## config.mk

```make
export PLATFORM = sky130hd
export DESIGN_NAME = imem_loader_flat
export DESIGN_NICKNAME = d
export VERILOG_FILES = /design/src/rtl/imem_loader_pkg.sv /design/src/rtl/imem_loader_if.sv /design/src/rtl/imem_loader_byte_packer.sv /design/src/rtl/imem_loader.sv /design/src/flat_wrapper.sv
export SDC_FILE = /design/constraint.sdc
export NUM_CORES = 1
export LEC_CHECK = 0
export ABC_AREA = 1
export CAP_MARGIN = 30
export CORE_ASPECT_RATIO = 0.5
export CORE_MARGIN = 4
export CORE_UTILIZATION = 52
export DETAILED_ROUTE_END_ITERATION = 10
export HOLD_SLACK_MARGIN = 0.06
export PLACE_DENSITY = 0.77
export SLEW_MARGIN = 10
export SYNTH_ARGS = -nofsm -noshare
export SYNTH_HDL_FRONTEND = slang
export SYNTH_SLANG_ARGS = --single-unit
```

## constraint.sdc

```tcl
create_clock -name clk -period 1.95 [get_ports clk]
set_input_delay 0.2925 -clock clk [delete_from_list [all_inputs] [get_ports clk]]
set_output_delay 0.2925 -clock clk [all_outputs]
set_load 0.005 [all_outputs]
```

## src/rtl/imem_loader_pkg.sv

```systemverilog
// Shared definitions for the instruction-memory boot loader and the instruction RAM.
package imem_loader_pkg;

  localparam int          IMEM_DEPTH    = 1024;
  localparam int          IMEM_ADDR_W   = 10;
  localparam logic [7:0]  SYNC_BYTE_DEF = 8'hA5;

  typedef enum logic [2:0] {
    ST_IDLE,
    ST_LEN_LO,
    ST_LEN_HI,
    ST_DATA,
    ST_DONE,
    ST_ERR
  } state_e;

endpackage

```

## src/rtl/imem_loader_if.sv

```systemverilog
// Byte-stream input and instruction-RAM write port of the boot loader.
interface imem_loader_if
  import imem_loader_pkg::*;
#(
  parameter int ADDR_W = IMEM_ADDR_W
) ();

  logic [7:0]        in_data;
  logic              in_valid;
  logic              in_ready;
  logic              mem_we;
  logic [ADDR_W-1:0] mem_waddr;
  logic [31:0]       mem_wdata;

  // The loader masters the RAM write bus and sinks the receiver's byte stream.
  modport master (
    input  in_data, in_valid,
    output in_ready, mem_we, mem_waddr, mem_wdata
  );

  modport slave (
    output in_data, in_valid,
    input  in_ready, mem_we, mem_waddr, mem_wdata
  );

endinterface

```

## src/rtl/imem_loader_byte_packer.sv

```systemverilog
// Assembles four little-endian bytes into one 32-bit word; the word is presented
// combinationally alongside the fourth byte so the caller can register it.
module imem_byte_packer (
  input  logic        clk,
  input  logic        rst_n,
  input  logic        clear_i,
  input  logic        byte_valid_i,
  input  logic [7:0]  byte_i,
  output logic        word_valid_o,
  output logic [31:0] word_o
);

  logic [1:0]  lane_q, lane_d;
  logic [23:0] buf_q, buf_d;

  always_comb begin
    // NOTE: every variable gets a default first so no path leaves it unassigned (no latch).
    lane_d = lane_q;
    buf_d  = buf_q;
    if (clear_i) begin
      lane_d = 2'd0;
    end else if (byte_valid_i) begin
      lane_d = lane_q + 2'd1;
      case (lane_q)
        2'd0:    buf_d[7:0]   = byte_i;
        2'd1:    buf_d[15:8]  = byte_i;
        2'd2:    buf_d[23:16] = byte_i;
        default: buf_d        = buf_q;
      endcase
    end
  end

  always_ff @(posedge clk or negedge rst_n) begin
    // NOTE: sequential state uses non-blocking assignments so all flops update together.
    if (!rst_n) begin
      lane_q <= 2'd0;
      buf_q  <= '0;
    end else begin
      lane_q <= lane_d;
      buf_q  <= buf_d;
    end
  end

  assign word_valid_o = byte_valid_i && !clear_i && (lane_q == 2'd3);
  assign word_o       = {byte_i, buf_q};

endmodule

```

## src/rtl/imem_loader.sv

```systemverilog
// Boot loader: parses sync/count/word frames from a byte stream, writes the
// instruction RAM and holds the CPU in reset until a load completes.
module imem_loader
  import imem_loader_pkg::*;
#(
  parameter int         DEPTH     = IMEM_DEPTH,
  parameter int         ADDR_W    = IMEM_ADDR_W,
  parameter logic [7:0] SYNC_BYTE = SYNC_BYTE_DEF,
  parameter int         TIMEOUT   = 1000000,
  parameter bit         BOOT_HOLD = 1'b1
) (
  input  logic          clk,
  input  logic          rst_n,
  imem_loader_if.master bus,
  output logic          cpu_hold,
  output logic          load_done,
  output logic          load_err,
  output logic [15:0]   words_written
);

  localparam int              TO_W     = $clog2(TIMEOUT + 1);
  localparam logic [TO_W-1:0] TO_MAX   = TO_W'(TIMEOUT);
  localparam logic [16:0]     DEPTH_17 = 17'(DEPTH);

  state_e            state_q, state_d;
  logic [15:0]       count_q, count_d;
  logic [15:0]       idx_q, idx_d;
  logic [TO_W-1:0]   to_q, to_d;
  logic              we_q, we_d;
  logic [ADDR_W-1:0] waddr_q, waddr_d;
  logic [31:0]       wdata_q, wdata_d;
  logic              hold_q, hold_d;
  logic              done_q, done_d;
  logic              err_q, err_d;
  logic [15:0]       ww_q, ww_d;

  logic        accept;
  logic        word_valid;
  logic [31:0] word;

  assign accept = bus.in_valid;

  imem_byte_packer u_packer (
    .clk          (clk),
    .rst_n        (rst_n),
    .clear_i      (state_q != ST_DATA),
    .byte_valid_i (accept && (state_q == ST_DATA)),
    .byte_i       (bus.in_data),
    .word_valid_o (word_valid),
    .word_o       (word)
  );

  always_comb begin
    state_d = state_q;
    count_d = count_q;
    idx_d   = idx_q;
    to_d    = to_q;
    we_d    = 1'b0;
    waddr_d = waddr_q;
    wdata_d = wdata_q;
    hold_d  = hold_q;
    done_d  = done_q;
    err_d   = err_q;
    ww_d    = ww_q;

    case (state_q)
      ST_IDLE, ST_DONE, ST_ERR: begin
        if (accept && bus.in_data == SYNC_BYTE) begin
          state_d = ST_LEN_LO;
          hold_d  = 1'b1;
          done_d  = 1'b0;
          err_d   = 1'b0;
          ww_d    = '0;
          to_d    = '0;
        end else if (state_q == ST_DONE) begin
          // One cycle after the final write, so the CPU only sees committed memory.
          done_d = 1'b1;
          hold_d = 1'b0;
        end
      end
      ST_LEN_LO: begin
        if (accept) begin
          count_d[7:0] = bus.in_data;
          state_d      = ST_LEN_HI;
        end
      end
      ST_LEN_HI: begin
        if (accept) begin
          count_d[15:8] = bus.in_data;
          idx_d         = '0;
          state_d       = ({bus.in_data, count_q[7:0]} == 16'd0) ? ST_DONE : ST_DATA;
        end
      end
      ST_DATA: begin
        if (word_valid) begin
          if ({1'b0, idx_q} < DEPTH_17) begin
            we_d    = 1'b1;
            waddr_d = idx_q[ADDR_W-1:0];
            wdata_d = word;
            if ({1'b0, ww_q} < DEPTH_17) ww_d = ww_q + 16'd1;
          end
          idx_d = idx_q + 16'd1;
          if (idx_q == count_q - 16'd1) state_d = ST_DONE;
        end
      end
      default: state_d = ST_IDLE;
    endcase

    // Inter-byte watchdog; only runs while a frame is open.
    if (state_q inside {ST_LEN_LO, ST_LEN_HI, ST_DATA}) begin
      if (accept) begin
        to_d = '0;
      end else begin
        to_d = to_q + 1'b1;
        if (to_d == TO_MAX) begin
          state_d = ST_ERR;
          err_d   = 1'b1;
          to_d    = '0;
        end
      end
    end
  end

  always_ff @(posedge clk or negedge rst_n) begin
    if (!rst_n) begin
      state_q <= ST_IDLE;
      count_q <= '0;
      idx_q   <= '0;
      to_q    <= '0;
      we_q    <= 1'b0;
      waddr_q <= '0;
      wdata_q <= '0;
      hold_q  <= BOOT_HOLD;
      done_q  <= 1'b0;
      err_q   <= 1'b0;
      ww_q    <= '0;
    end else begin
      state_q <= state_d;
      count_q <= count_d;
      idx_q   <= idx_d;
      to_q    <= to_d;
      we_q    <= we_d;
      waddr_q <= waddr_d;
      wdata_q <= wdata_d;
      hold_q  <= hold_d;
      done_q  <= done_d;
      err_q   <= err_d;
      ww_q    <= ww_d;
    end
  end

  assign bus.in_ready  = 1'b1;
  assign bus.mem_we    = we_q;
  assign bus.mem_waddr = waddr_q;
  assign bus.mem_wdata = wdata_q;
  assign cpu_hold      = hold_q;
  assign load_done     = done_q;
  assign load_err      = err_q;
  assign words_written = ww_q;

endmodule

```

## src/flat_wrapper.sv

```systemverilog
// flat-port wrapper written by rule: the top's interface ports become plain ports
module imem_loader_flat import imem_loader_pkg::*;
#(
  parameter int         DEPTH     = IMEM_DEPTH,
  parameter int         ADDR_W    = IMEM_ADDR_W,
  parameter logic [7:0] SYNC_BYTE = SYNC_BYTE_DEF,
  parameter int         TIMEOUT   = 1000000,
  parameter bit         BOOT_HOLD = 1'b1
)
  (clk, rst_n, cpu_hold, load_done, load_err, words_written, bus_in_data, bus_in_valid, bus_in_ready, bus_mem_we, bus_mem_waddr, bus_mem_wdata);
  imem_loader_if #(.ADDR_W(ADDR_W)) bus_i ();
  input  logic clk;
  input  logic rst_n;
  output logic cpu_hold;
  output logic load_done;
  output logic load_err;
  output logic [15:0] words_written;
  input wire logic [$bits(bus_i.in_data)-1:0] bus_in_data;
  input wire logic [$bits(bus_i.in_valid)-1:0] bus_in_valid;
  output wire logic [$bits(bus_i.in_ready)-1:0] bus_in_ready;
  output wire logic [$bits(bus_i.mem_we)-1:0] bus_mem_we;
  output wire logic [$bits(bus_i.mem_waddr)-1:0] bus_mem_waddr;
  output wire logic [$bits(bus_i.mem_wdata)-1:0] bus_mem_wdata;
  assign bus_i.in_data = bus_in_data;
  assign bus_i.in_valid = bus_in_valid;
  assign bus_in_ready = bus_i.in_ready;
  assign bus_mem_we = bus_i.mem_we;
  assign bus_mem_waddr = bus_i.mem_waddr;
  assign bus_mem_wdata = bus_i.mem_wdata;
  imem_loader #(.DEPTH(DEPTH), .ADDR_W(ADDR_W), .SYNC_BYTE(SYNC_BYTE), .TIMEOUT(TIMEOUT), .BOOT_HOLD(BOOT_HOLD)) u_core (.clk(clk), .rst_n(rst_n), .bus(bus_i), .cpu_hold(cpu_hold), .load_done(load_done), .load_err(load_err), .words_written(words_written));
endmodule
```

==> flow_metrics.env, run 1 <==
export IMPL_htreeDepth=4
export IMPL_cp_start_kind="register"
export IMPL_r2r_end="u_core.to_q[9]"
export IMPL_via_count=6569
export IMPL_min_period_ns=1.96
export IMPL_min_period_over_period_pct=101
export IMPL_wl_met1_mm=8.84
export IMPL_routed_wl_mm=19.1
export IMPL_path_buf_inv=0
export IMPL_maxCapViolations=0
export IMPL_skew_ns=0.0160
export IMPL_crit_path_end_kind="register"
export IMPL_area_growth_pct=32.7
export IMPL_core_um2=13600
export IMPL_wl_met3_um=960
export IMPL_first_pass_iters=5
export IMPL_synth_area_leader_cell="dfrtp_1"
export IMPL_worstHoldPathType="input pin to asynchronous set/reset pin"
export IMPL_gp_congestion=0.923
export IMPL_register_area_um2=3590
export IMPL_grt_max_degree=43
export IMPL_worstSetupPathDepth=9
export IMPL_synth_ff_type="dfrtp_1"
export IMPL_fin_hold_ws_ns=0.341
export IMPL_syn_inst=903
export IMPL_synthTopCellsByArea="dfrtp_1 49%, nand2_1 15%, o21ai_0 5.6%"
export IMPL_setup_viol=3
export IMPL_clockRootBuffer="clkbuf_16"
export IMPL_slowest_delay_ns=0.43
export IMPL_syn_avg_cell_area_um2=7.96
export IMPL_grt_pass1_wl_mm=31.5
export IMPL_design_area_um2=9540
export IMPL_crit_slowest_cell="dfrtp_1"
export IMPL_path_cells="nand2_1, nor2_2, nand2_1, xnor2_1, nand3_1, nor2_2, nand3_4, nor2_4, o22ai_1"
export IMPL_clk_pin_slew_ns=0.07
export IMPL_wl_met2_mm=9.06
export IMPL_clock_latency_ns=0.43
export IMPL_slew_violations=0
export IMPL_static_leakage_power_nw=4.60
export IMPL_grt_antenna_before_repair=0
export IMPL_synth_async_reset_ratio_pct=100
export IMPL_boundaryPins=74
export IMPL_drive_above_1_share_pct=18.3
export IMPL_fp_dieH_um=91.2
export IMPL_synth_net_count=922
export IMPL_final_nets=1072
export IMPL_first_global_vias=6383
export IMPL_place_area_um2=8570
export IMPL_crit_family="simple AND/OR/NAND/NOR gates"
export IMPL_synth_distinct_cells=49
export IMPL_synth_edf_count=0
export IMPL_antenna_cells=0
export IMPL_ys_seq_area_share_pct=49.8
export IMPL_irDropWorstVdd_uv=572
export IMPL_rsz0062_at_grt="yes"
export IMPL_die_x_um=174
export IMPL_crit_reg2reg_launch="u_core.to_q[5]"
export IMPL_drt_iter0_markers=592
export IMPL_yosys_register_bits=143
export IMPL_multi_input_area_um2=3400
export IMPL_path_class="register to register"
export IMPL_ys_warn_count=0
export IMPL_clkSinkCount=143
export IMPL_start_util_pct=53.1
export IMPL_rows=30
export IMPL_worstPathRequired_ns=2.26
export IMPL_worstPathArrival_ns=2.27
export IMPL_fmax_mhz=510
export IMPL_viasPerCell=5.22
export IMPL_post_drt_wl_per_cell_um=15.2
export IMPL_timing_reg2reg_worst_path_depth=9
export IMPL_die_area_um2=15900
export IMPL_tritoncts="done"
export IMPL_run_status="complete, but fails checks"
export IMPL_synth_top_area_share_pct=49.4
export IMPL_worst_slack_ns=-0.0120
export IMPL_drc=0
export IMPL_io_buffers=72
export IMPL_ant_nets=0
export IMPL_grt_overflow_total=0
export IMPL_power_density_nw_per_um2=1050
export IMPL_n_fill_cell=996
export IMPL_highest_layer="met4"
export IMPL_clk_path_buf_depth=2
export IMPL_violations="negative setup slack"
export IMPL_numCtsBuffers=17
export IMPL_grt_total_usage_pct=24.4
export IMPL_cp_max_fo=4
export IMPL_syn_area_um2=7190
export IMPL_finalHoldViolCount=0
export IMPL_rrSetupSlack_ns=-0.01
export IMPL_place_hpwl_mm=13.2
logic make-up after synthesis:
family / Yosys count / synth area share (%)
XOR/XNOR: 26 / 3.36
AND/OR/NAND/NOR: 489 / 30.0
buffers and inverters: 112 / 5.97
other: 1 / 0.0522
adder cells (fa/ha/maj): 8 / 1.39
AO/OA/AOI/OAI: 123 / 9.33
multiplexers: 1 / 0.139
flip-flops: 143 / 49.8
cells in the final DEF, fill, tap and decap left out, types with 4 or more instances in the layout:
| master | count |
|---|---|
| a21oi_1 | 17 |
| buf_4 | 72 |
| clkbuf_16 | 17 |
| clkdlybuf4s50_1 | 71 |
| dfrtp_1 | 134 |
| dfrtp_2 | 8 |
| ha_1 | 6 |
| inv_1 | 84 |
| inv_2 | 7 |
| inv_6 | 6 |
| inv_8 | 4 |
| nand2_1 | 288 |
| nand2_2 | 10 |
| nand2_4 | 6 |
| nand3_1 | 38 |
| nand4_1 | 10 |
| nor2_1 | 67 |
| nor2_2 | 17 |
| nor2_4 | 10 |
| nor3_1 | 13 |
| nor3b_1 | 4 |
| o21ai_0 | 79 |
| o21ai_1 | 5 |
| o22ai_1 | 9 |
| xnor2_1 | 6 |
| xor2_1 | 18 |
timing repair:
| action | CTS | global route |
|---|---|---|
| hold buffers | 1 | 0 |
| cloned | 1 | 0 |
| resized for setup | 15 | 53 |
| setup endpoints to repair | 12 | 18 |
| buffers inserted | 0 | 16 |
| hold endpoints to repair | 38 | 0 |
| pin swaps | 6 | 16 |
routing by layer:
| layer | track usage, % | up-vias |
|---|---|---|
| met5 | 0 | - |
| met4 | 6.71 | 0 |
| met3 | 4.70 | 24 |
| met2 | 39.3 | 165 |
| met1 | 33.9 | 3181 |
| li1 | - | 3199 |
flip-flops by register name, summed over array words and instances, names as in the netlist:
| register | count |
|---|---|
| u_core.bus.mem_waddr | 10 |
| u_core.u_packer.buf_q | 24 |
| u_core.bus.mem_wdata | 32 |
| u_core.load_err | 1 |
| u_core.idx_q | 16 |
| u_core.cpu_hold | 1 |
| u_core.load_done | 1 |
| u_core.state_q | 3 |
| u_core.u_packer.lane_q | 2 |
| u_core.to_q | 20 |
| u_core.bus.mem_we | 1 |
| u_core.words_written | 16 |
| u_core.count_q | 16 |
layout make-up:
| class | count | area share (%) |
|---|---|---|
| inverter | 92 | 3.63 |
| clock inverter | 15 | 1.99 |
| sequential | 143 | 37.6 |
| clock buffer | 17 | 4.46 |
| tap | 192 | 2.52 |
| multi-input combinational | 649 | 35.6 |
| timing repair buffer | 150 | 14.2 |
where the power goes:
| part | switching (mW) | internal [mW] | leakage [nW] |
|---|---|---|---|
| clock network | 1.45 | 1.96 | 0.300 |
| registers | 0.439 | 3.43 | 1.90 |
| logic | 1.61 | 1.18 | 2.40 |
worst max path at each step:
stage,slack [ns],from,to
detailed placement,-0.08,bus_in_data[7],u_core.words_written[8]
CTS,-0.009,u_core.count_q[0],u_core.state_q[0]
global placement,-0.08,bus_in_data[7],u_core.words_written[8]
global route,-0.08,u_core.to_q[6],u_core.state_q[2]
floorplan,0.09,u_core.to_q[0],u_core.to_q[14]
finish,-0.01,u_core.to_q[5],u_core.to_q[9]
synth_stat cells, types with 4 or more instances:
cell type  instances
nand4_1           10
inv_1             88
nor3b_1            4
nand2_2            7
nand3_1           41
nor2_2             5
o22ai_1           11
nor4_1             5
xor2_1            19
nand2_1          294
nor3_1            14
dfrtp_1          142
clkbuf_1          16
xnor2_1            6
ha_1               8
a21oi_1           18
o21ai_0           81
nor2_1            86
metrics by stage:
step	worst slack [ns]	TNS [ns]	total power, mW	util (%)	std cells
global placement	-0.0847	-0.490	6.21	63.2	1208
finish	-0.0120	-0.0155	10.1	70.4	1258
detailed placement	-0.0772	-1.12	6.29	63.2	1208
floorplan	0.0922	0	5.30	-	903
CTS	-0.00886	-0.00886	9.77	68.3	1242
global route	-0.0823	-0.792	10.7	70.4	1258
(Power assumes the default switching activity.)
==> run 2: changes to the inputs <==
CORE_UTILIZATION = 53   (was 52)
CTS_BUF_LIST = sky130_fd_sc_hd__clkbuf_4   (was not set)
PLACE_DENSITY = 0.78   (was 0.77)
clock period = 1.7 ns   (was 1.95 ns; I/O delays follow)
==> flow_metrics.env, run 2 (synthesis results as in run 1) <==
export IMPL_worstHoldPathType="input pin to asynchronous set/reset pin"
export IMPL_core_um2=13000
export IMPL_min_period_ns=2.01
export IMPL_first_global_vias=6801
export IMPL_rsz0062_at_grt="yes"
export IMPL_cp_start_kind="register"
export IMPL_numCtsBuffers=17
export IMPL_drc=0
export IMPL_run_status="complete, but fails checks"
export IMPL_finalHoldViolCount=0
export IMPL_cp_max_fo=5
export IMPL_grt_pass1_wl_mm=33.7
export IMPL_worstPathRequired_ns=2.22
export IMPL_final_cell_mix="278 x nand2_1, 150 x buf_4, 134 x dfrtp_1"
export IMPL_worstPathArrival_ns=2.53
export IMPL_layout_cells_non_filler=1320
export IMPL_grt_antenna_before_repair=0
export IMPL_boundaryPins=74
export IMPL_crit_slowest_cell="dfrtp_1"
export IMPL_io_buffers=72
export IMPL_grt_total_usage_pct=26.6
export IMPL_largest_register_ff_count=32
export IMPL_rrSetupSlack_ns=-0.31
export IMPL_path_class="register to register"
export IMPL_skew_ns=0.0330
export IMPL_design_area_um2=10100
export IMPL_first_pass_iters=5
export IMPL_fmax_mhz=497
export IMPL_power_density_nw_per_um2=1050
export IMPL_die_x_um=173
export IMPL_gp_congestion=0.928
export IMPL_final_nets=1156
export IMPL_dp_cells=1239
export IMPL_register_area_um2=3590
export IMPL_grt_max_degree=41
export IMPL_slew_violations=0
export IMPL_viasPerCell=5.41
export IMPL_clock_latency_ns=0.60
export IMPL_slowest_delay_ns=0.45
export IMPL_multi_input_area_um2=3700
export IMPL_tritoncts="done"
export IMPL_clockRootBuffer="clkbuf_4"
export IMPL_rows=29
export IMPL_drt_iter0_markers=656
export IMPL_via_count=7137
export IMPL_n_fill_cell=840
export IMPL_drive_above_1_share_pct=28.5
export IMPL_min_period_over_period_pct=118
export IMPL_irDropWorstVdd_uv=604
export IMPL_htreeDepth=4
export IMPL_r2r_end="u_core.state_q[0]"
export IMPL_timing_reg2reg_worst_path_depth=11
export IMPL_clk_path_buf_depth=2
export IMPL_ant_nets=0
export IMPL_final_util_pct=78.1
export IMPL_area_growth_pct=40.7
export IMPL_place_hpwl_mm=14.1
export IMPL_routed_wl_mm=21.5
export IMPL_setup_viol=19
export IMPL_clk_pin_slew_ns=0.14
export IMPL_start_util_pct=55.5
export IMPL_place_area_um2=9020
export IMPL_fin_tns_setup_ns=-3.71
export IMPL_post_drt_wl_per_cell_um=16.3
export IMPL_antenna_cells=0
export IMPL_static_leakage_power_nw=5.26
export IMPL_crit_path_end_kind="register"
export IMPL_worst_slack_ns=-0.312
export IMPL_grt_overflow_total=0
export IMPL_power_mw=10.6
export IMPL_fp_dieH_um=90.4
export IMPL_violations="negative setup slack"
export IMPL_final_common_cell="nand2_1"
export IMPL_path_cells="ha_4, nand2_4, nor2_4, nand2_4, xor2_2, nand3_2, nor2_4, nand3_4, nor2_8, nand2_2, nand3_1"
export IMPL_crit_reg2reg_launch="u_core.to_q[1]"
export IMPL_clkSinkCount=143
export IMPL_die_area_um2=15600
export IMPL_maxCapViolations=0
-- run 2: how the worst max path moves through the flow --
stage / depth (start not counted) / to / slack, ns / from
after CTS: 15 / u_core.to_q[6] / -0.23 / u_core.to_q[1]
after detailed placement: 10 / u_core.words_written[3] / -0.37 / bus_in_data[7]
after floorplan: 10 / u_core.to_q[14] / -0.02 / u_core.to_q[1]
final: 11 / u_core.state_q[0] / -0.31 / u_core.to_q[1]
after global placement: 9 / u_core.state_q[0] / -0.30 / bus_in_data[3]
after global routing: 13 / u_core.state_q[0] / -0.39 / u_core.to_q[1]
-- run 2: final cells by class --
cell class                 count  area share, %
tap                          170           2.10
multi-input combinational    649           36.6
sequential                   143           35.5
clock buffer                  17           1.26
clock inverter                15           1.67
timing repair buffer         234           19.5
inverter                      92           3.43
-- run 2: per-stage QoR --
step | setup WS, ns | hold slack (ns)
floorplan | -0.0248 | -0.0406
global placement | -0.304 | 0.195
detailed placement | -0.367 | 0.192
CTS | -0.228 | 0.105
global route | -0.391 | 0.133
finish | -0.312 | 0.124
-- run 2: what timing repair did --
action                                  in CTS  in global routing
gates cloned                                 1                  0
endpoints found under the hold margin      142                  0
endpoints found under the setup margin      80                 60
setup buffers                               31                 17
hold buffers                                 1                  0
pin swaps                                   28                 29
gates resized for setup                    107                 90
-- run 2: power by group --
part           internal, mW  leakage [nW]  switching, mW
combinational          1.72          3.20           2.16
clock                 0.801         0.158           1.51
sequential             3.93          1.90          0.459
total                  6.45          5.26           4.13
-- run 2: per-layer routing --
| metal | vias up | wire length (µm) | track usage [%] |
|---|---|---|---|
| li1 | 3369 | - | - |
| met2 | 256 | 10400 | 43.4 |
| met3 | 55 | 1270 | 5.94 |
| met4 | 0 | 486 | 7.56 |
| met1 | 3457 | 9360 | 36.3 |
| met5 | - | 0 | 0 |
-- run 2: critical path, delay by kind of cell (launching register included) --
kind	cells	cell delay, ns
flops	1	0.45
fa+ha+maj	1	0.18
simple gates	9	1.10
xor+xnor	1	0.20
==> run 3: changes to the inputs <==
clock period = 1.76 ns   (was 1.7 ns; I/O delays follow)
==> flow_metrics.env, run 3 (synthesis results as in run 1) <==
export IMPL_place_hpwl_mm=13.6
export IMPL_run_status="complete, but fails checks"
export IMPL_slowest_delay_ns=0.47
export IMPL_first_global_vias=6685
export IMPL_final_util_pct=76.9
export IMPL_layout_cells_non_filler=1303
export IMPL_clock_latency_ns=0.56
export IMPL_multi_input_area_um2=3580
export IMPL_final_nets=1139
export IMPL_io_buffers=72
export IMPL_crit_family="simple AND/OR/NAND/NOR gates"
export IMPL_routed_wl_mm=21.0
export IMPL_design_area_um2=9970
export IMPL_path_class="register to register"
export IMPL_n_fill_cell=831
export IMPL_min_period_ns=2.01
export IMPL_fp_dieH_um=90.4
export IMPL_largest_register_ff_count=32
export IMPL_antenna_cells=0
export IMPL_gp_congestion=0.967
export IMPL_crit_path_end_kind="register"
export IMPL_drive_above_1_share_pct=25.8
export IMPL_grt_total_usage_pct=25.3
export IMPL_path_buf_inv=0
export IMPL_cp_start_kind="register"
export IMPL_tritoncts="done"
export IMPL_fmax_mhz=497
export IMPL_die_x_um=173
export IMPL_clk_pin_slew_ns=0.15
export IMPL_grt_antenna_before_repair=0
export IMPL_die_area_um2=15600
export IMPL_maxCapViolations=0
export IMPL_clkSinkCount=143
export IMPL_start_util_pct=55.5
export IMPL_grt_overflow_total=0
export IMPL_grt_pass1_wl_mm=32.6
export IMPL_worstHoldPathType="input pin to asynchronous set/reset pin"
export IMPL_first_pass_iters=6
export IMPL_clk_path_buf_depth=2
export IMPL_setup_viol=16
export IMPL_via_count=7188
export IMPL_drt_iter0_markers=680
export IMPL_min_period_over_period_pct=114
export IMPL_skew_ns=0.0183
export IMPL_area_growth_pct=38.6
export IMPL_viasPerCell=5.52
export IMPL_crit_slowest_cell="dfrtp_1"
export IMPL_path_cells="nand2_2, nor2_4, nand3_2, xor2_2, nand2_1, nor2_4, nand2_1, nor2_1, nand2_1, nand3b_1, nand2_1"
export IMPL_htreeDepth=4
export IMPL_violations="negative setup slack"
export IMPL_worst_slack_ns=-0.251
export IMPL_final_cell_mix="279 x nand2_1, 136 x dfrtp_1, 135 x buf_4"
export IMPL_drc=0
export IMPL_rsz0062_at_grt="yes"
export IMPL_final_common_cell="nand2_1"
export IMPL_core_um2=13000
export IMPL_cp_max_fo=4
export IMPL_worstPathArrival_ns=2.47
export IMPL_grt_max_degree=45
export IMPL_register_area_um2=3590
export IMPL_power_density_nw_per_um2=998
export IMPL_path_common_cell="nand2_1"
export IMPL_rows=29
export IMPL_ant_nets=0
export IMPL_clockRootBuffer="clkbuf_4"
export IMPL_pre_cts_ws_ns=-0.304
export IMPL_static_leakage_power_nw=5.18
export IMPL_numCtsBuffers=17
export IMPL_dp_cells=1218
export IMPL_rrSetupSlack_ns=-0.25
export IMPL_fin_hold_ws_ns=0.176
export IMPL_worstPathRequired_ns=2.22
export IMPL_irDropWorstVdd_uv=702
export IMPL_place_area_um2=8830
export IMPL_finalHoldViolCount=0
export IMPL_boundaryPins=74
export IMPL_post_drt_wl_per_cell_um=16.1
export IMPL_slew_violations=0
run 3: changes by cell type in the layout (fill, tap and decap cells not counted), moves of 3 or more:
cell             change
buf_4               -15
buf_6                -3
clkdlybuf4s50_1     +37
dlygate4sd2_1       -55
dlymetal6s2s_1      +20
o22ai_1              +5
o22ai_2              -5
xor2_1               +3
xor2_2               -3
run 3: final cells by class:
| type | count | share of cell area (%) |
|---|---|---|
| timing repair buffer | 217 | 19.5 |
| clock inverter | 15 | 1.64 |
| inverter | 92 | 3.49 |
| multi-input combinational | 649 | 36.0 |
| sequential | 143 | 36.0 |
| clock buffer | 17 | 1.28 |
| tap | 170 | 2.13 |
run 3: stage by stage:
step                setup TNS, ns  power (mW)
floorplan                       0        5.89
global placement           -12.04        7.13
detailed placement         -14.75        7.26
CTS                         -1.08        9.54
global route                -5.20        10.6
finish                      -2.81        9.94
run 3: path summary, 6_finish.rpt:
kind	startpoint	to	depth (start not counted)
hold / removal	rst_n	u_core.to_q[13]	2
max in group asynchronous	rst_n	u_core.bus.mem_waddr[8]	3
hold reg to reg	u_core.u_packer.buf_q[11]	u_core.bus.mem_wdata[11]	2
setup / recovery	u_core.to_q[5]	u_core.to_q[6]	11
min in group clk	bus_in_data[5]	u_core.count_q[5]	3
setup reg to reg	u_core.to_q[5]	u_core.to_q[6]	11
run 3: metal layers:
layer  global-route usage, %  part of all wire (%)
met1                    35.1                    42
met5                       0                     0
met4                    6.50                   2.3
met2                    41.5                    48
met3                    4.56                   7.8
run 3: worst reg2reg max path, delay by kind of cell (launching register included):
| family | cells | cell delay, ns |
|---|---|---|
| DFF | 1 | 0.47 |
| xor gates and xnor gates | 1 | 0.22 |
| and+or+nand+nor | 10 | 1.23 |
run 3: what timing repair did:
action	CTS	global route
buffers inserted	17	35
setup endpoints to repair	28	58
cloned	1	0
pin swaps	19	29
endpoints found under the hold margin	118	0
hold buffers	1	0
gates resized for setup	47	94
run 3: power breakdown:
group	internal, mW	switching, mW
Combinational	1.51	1.96
Clock	0.777	1.43
Sequential	3.80	0.475
Total	6.08	3.86
